[src/rtl/tdm_demux4.sv]
// tdm_demux4: receive end of a 4:1 word-interleaved TDM link.
// Collects slots 0..3 of each frame and presents them together on y0..y3,
// tracking frame alignment through the fs marker on slot 0.
//
// state  | meaning
// -------+------------------------------------------------------------
// HUNT   | not aligned; words are discarded until one arrives with fs=1
// LOCKED | aligned; cnt is the slot index expected on the next accept
module tdm_demux4 #(
  parameter int W = 8
) (
  input  logic         clk,
  input  logic         rst,
  input  logic [W-1:0] din,
  input  logic         in_valid,
  input  logic         fs,
  output logic [W-1:0] y0,
  output logic [W-1:0] y1,
  output logic [W-1:0] y2,
  output logic [W-1:0] y3,
  output logic         out_valid,
  output logic         locked,
  output logic         sync_err
);

  typedef enum logic {HUNT = 1'b0, LOCKED = 1'b1} state_t;

  state_t       state, state_nxt;
  logic [1:0]   cnt, cnt_nxt;
  logic [W-1:0] s0, s1, s2;
  logic         wr_s0, wr_s1, wr_s2, load_y, err;

  // State register and slot counter
  always_ff @(posedge clk or posedge rst) begin
    if (rst) begin
      state <= HUNT;
      cnt   <= 2'd0;
    end else begin
      state <= state_nxt;
      cnt   <= cnt_nxt;
    end
  end

  // Next-state and slot-count decode; idle cycles leave everything alone
  always_comb begin
    state_nxt = state;
    cnt_nxt   = cnt;
    if (in_valid) begin
      case (state)
        HUNT: begin
          if (fs) begin
            state_nxt = LOCKED;
            cnt_nxt   = 2'd1;
          end
        end
        LOCKED: begin
          if (fs) begin
            cnt_nxt = 2'd1;
          end else if (cnt == 2'd0) begin
            state_nxt = HUNT;
          end else begin
            cnt_nxt = cnt + 2'd1;
          end
        end
        default: begin
          state_nxt = HUNT;
          cnt_nxt   = 2'd0;
        end
      endcase
    end
  end

  // Datapath strobes: which shadow to write, frame completion, alignment error
  always_comb begin
    wr_s0  = 1'b0;
    wr_s1  = 1'b0;
    wr_s2  = 1'b0;
    load_y = 1'b0;
    err    = 1'b0;
    if (in_valid) begin
      case (state)
        HUNT: wr_s0 = fs;
        LOCKED: begin
          if (fs) begin
            // fs always restarts the frame; if mid-frame the partial one is dropped
            wr_s0 = 1'b1;
            err   = (cnt != 2'd0);
          end else begin
            case (cnt)
              2'd0: err    = 1'b1;
              2'd1: wr_s1  = 1'b1;
              2'd2: wr_s2  = 1'b1;
              2'd3: load_y = 1'b1;
              default: ;
            endcase
          end
        end
        default: ;
      endcase
    end
  end

  // Shadow registers hold slots 0..2 of the frame in progress
  always_ff @(posedge clk or posedge rst) begin
    if (rst) begin
      s0 <= '0;
      s1 <= '0;
      s2 <= '0;
    end else begin
      if (wr_s0) s0 <= din;
      if (wr_s1) s1 <= din;
      if (wr_s2) s2 <= din;
    end
  end

  // Output registers; slot 3 goes straight to y3 on the completing edge
  always_ff @(posedge clk or posedge rst) begin
    if (rst) begin
      y0        <= '0;
      y1        <= '0;
      y2        <= '0;
      y3        <= '0;
      out_valid <= 1'b0;
      sync_err  <= 1'b0;
      locked    <= 1'b0;
    end else begin
      if (load_y) begin
        y0 <= s0;
        y1 <= s1;
        y2 <= s2;
        y3 <= din;
      end
      out_valid <= load_y;
      sync_err  <= err;
      locked    <= (state_nxt == LOCKED);
    end
  end

endmodule

[config.mk]
export PLATFORM = sky130hd
export DESIGN_NAME = tdm_demux4
export DESIGN_NICKNAME = d
export VERILOG_FILES = /design/src/rtl/tdm_demux4.sv
export SDC_FILE = /design/constraint.sdc
export NUM_CORES = 1
export LEC_CHECK = 0
export CORE_ASPECT_RATIO = 1.25
export CORE_UTILIZATION = 33
export DETAILED_ROUTE_END_ITERATION = 8
export GPL_TIMING_DRIVEN = 0
export HOLD_SLACK_MARGIN = 0.08
export PLACE_DENSITY = 0.6
export SETUP_SLACK_MARGIN = 0.5
export SYNTH_ARGS = -nofsm -noshare
export SYNTH_HDL_FRONTEND = slang
export SYNTH_SLANG_ARGS = --single-unit
[constraint.sdc]
create_clock -name clk -period 2 [get_ports clk]
set_input_delay 0.4 -clock clk [delete_from_list [all_inputs] [get_ports clk]]
set_output_delay 0.4 -clock clk [all_outputs]
set_load 0.03 [all_outputs]
==> qor.txt <==
Hold Violations, Final = 0
# H-tree levels = 3
Peak VDD IR = 0.657 mV
Synth cell types = 21
Setup crit start kind = register
Number of max-cap violations = 0
Worst EP arrival = 1720 ps
Clock-pin slew on the worst setup and hold paths = 70 ps
Die width = 80.0 um
Worst hold path class = in2reg
Cell accounting for the most synthesized area = dfrtp_1
M1 GR Usage = 16.3%
Setup Skew = 4.73 ps
Layout cells sized above 1 = 51.6%
Largest net degree at the start of global routing = 32
Drt pass-1 iters = 4
Initial antenna violation count = 0
Initial core utilization = 34.1%
Max Clk Rate = 671 MHz
Top-level port count = 47
Routed Wire Length = 4850 um
Post-synthesis sequential area ratio = 60.8%
Avg Cell Area, Syn = 17.0 um^2
Final core occ = 45.9%
DRC = 0
Setup total negative slack = 0 ps
Async SR Flop Fraction = 100%
Design Power = 5330 uW
Antenna Nets Post-Route = 0
Required time of the critical path = 2230 ps
Final setup vio count = 0
Final net count = 227
Post-Synthesis Cells = 148
Area growth syn-to-layout = 34.4%
TritonCTS buffer count = 9
Wire per inst = 15.8 um
Hold slack = 296 ps
Number of synthesized flops with an enable pin = 0
Vias = 1382
Mapped Nets = 165
Worst-Margin Slew = 708 ps
Fin. max-slew vios = 0
Core ar. = 7360 um^2
Initial DRC count = 66
Final period util = 74.5%
Gr usage total = 12.6%
Total number of yosys warnings = 0
Endpoint type of the worst setup path = register
RSZ-0062 raised after global routing = true
Minimum clock period = 1490 ps
Met2 Use GR = 18.6%
First-pass GRT wire length = 7120 um
Vias in the first global route = 1369
Leakage = 0.00169 uW
Top_reg_cell synth = dfrtp_1
Clk buf depth = 2
Clk root buf = clkbuf_8
Fin area = 3380 um^2
Most used routing layer = met2
TritonCTS clock tree = done
Clock Latency Late Sink = 340 ps
Row count = 35
Synth Cell Area = 2510 um^2
CTS Sinks = 61
Power Density = 1580 nW/um^2
Count of input and output buffers = 45
Total grt overflow = 0
Area share of the largest cell type after synthesis = 60.8%
Crit Path Class = reg2reg
M3 GR Usage = 3.94%
Crit Path Max Fanout = 7
Avg Vias per Cell = 4.50
DP Area = 3090 um^2
Post-DP HPWL = 2850 um
Gpl congestion = 0.645
Run status = finished, final reports clean
Yosys reg bits = 61
Die Height = 99.6 um
Area contributors post-synth = dfrtp_1, mux2_4, mux2_2
Slew HR = 52.7%
Die footprint = 7970 um^2
Diode count = 0
-- stage by stage --
stage	instances	setup slack [ps]
2_1_floorplan	148	500
3_3_place_gp	285	-68.7
3_5_place_dp	285	-90.4
4_1_cts	302	427
5_1_grt	307	476
6_report	307	510
-- cell type report --
| cell class | count | area [um^2] |
|---|---|---|
| fillers | 667 | 3980 |
| clock inverters | 3 | 65.1 |
| repair buffers | 50 | 452 |
| flip-flops and latches | 61 | 1530 |
| inverters | 5 | 22.5 |
| repair inverters | 1 | 7.51 |
| clock buffers | 13 | 179 |
| well taps | 92 | 115 |
| multi-input cells | 77 | 930 |
| plain buffers | 5 | 78.8 |
-- metal layers --
metal / wire length, um / part of all wire [%]
met1: 2220 / 46
met2: 2350 / 48
met3: 186 / 3.8
met4: 98 / 2.0
met5: 0 / 0
-- power by group --
part	switching (uW)	internal, uW	leakage (uW)
sequential	274	1730	0.000754
clock	470	836	0.000126
combinational	1060	965	0.000808
-- critical path: stages, from the launching register on --
cell	delay (ps)
dfrtp_2	440
and3b_1	180
buf_6	130
nand2_8	140
clkbuf_16	180
mux2_4	300
-- cells in the mapped netlist, types with 2 or more instances --
library cell	n
dfrtp_1	61
mux2_4	29
mux2_2	27
ha_1	5
inv_1	5
nand2_1	3
buf_6	2
buf_8	2
nand2_2	2
-- cells in the final DEF (no fill, tap or decap), types with 2 or more instances in the layout --
cell / instances
buf_12: 4
clkbuf_8: 13
mux2_4: 29
inv_1: 4
dlygate4sd2_1: 2
dfrtp_1: 60
clkbuf_2: 20
buf_4: 2
clkdlybuf4s50_1: 9
mux2_2: 27
bufinv_16: 2
ha_1: 4
clkinvlp_4: 2
clkbuf_16: 3
nand2_1: 3
clkdlybuf4s15_1: 13
-- sequential cells by signal, indices dropped and copies added, names as in the netlist --
register,count
y0,8
locked,1
out_valid,1
cnt,2
sync_err,1
s0,8
y3,8
y2,8
y1,8
s1,8
s2,8
-- path summary, 6_finish.rpt --
kind	startpoint	endpoint	slack, ps	cells past startpoint
min reg2reg	s1[5]	y1[5]	500	1
max reg2reg	locked	y2[7]	510	5
max	locked	y2[7]	510	5
min in group asynchronous	rst	y2[0]	610	2
max in group asynchronous	rst	locked	930	2
min	in_valid	locked	300	2
-- kinds of logic (layout without fill, tap and decap cells) --
family                   after synthesis  after routing  share of synthesized area, %
AO/OA/AOI/OAI                          4              4                         0.996
adder cells (fa/ha/maj)                5              5                          2.49
buffers and inverters                 10             77                          3.14
flip-flops                            61             61                          60.8
multiplexers                          57             57                          29.8
AND/OR/NAND/NOR                       11             11                          2.79
-- timing repair --
item | in CTS | in global routing
buffers inserted | 0 | 2
endpoints found under the setup margin | 84 | 70
cloned | 1 | 3
gates resized for setup | 57 | 41
pin swaps | 0 | 2
hold buffers | 0 | 0
No activity file was read; power rests on OpenSTA's default activity.
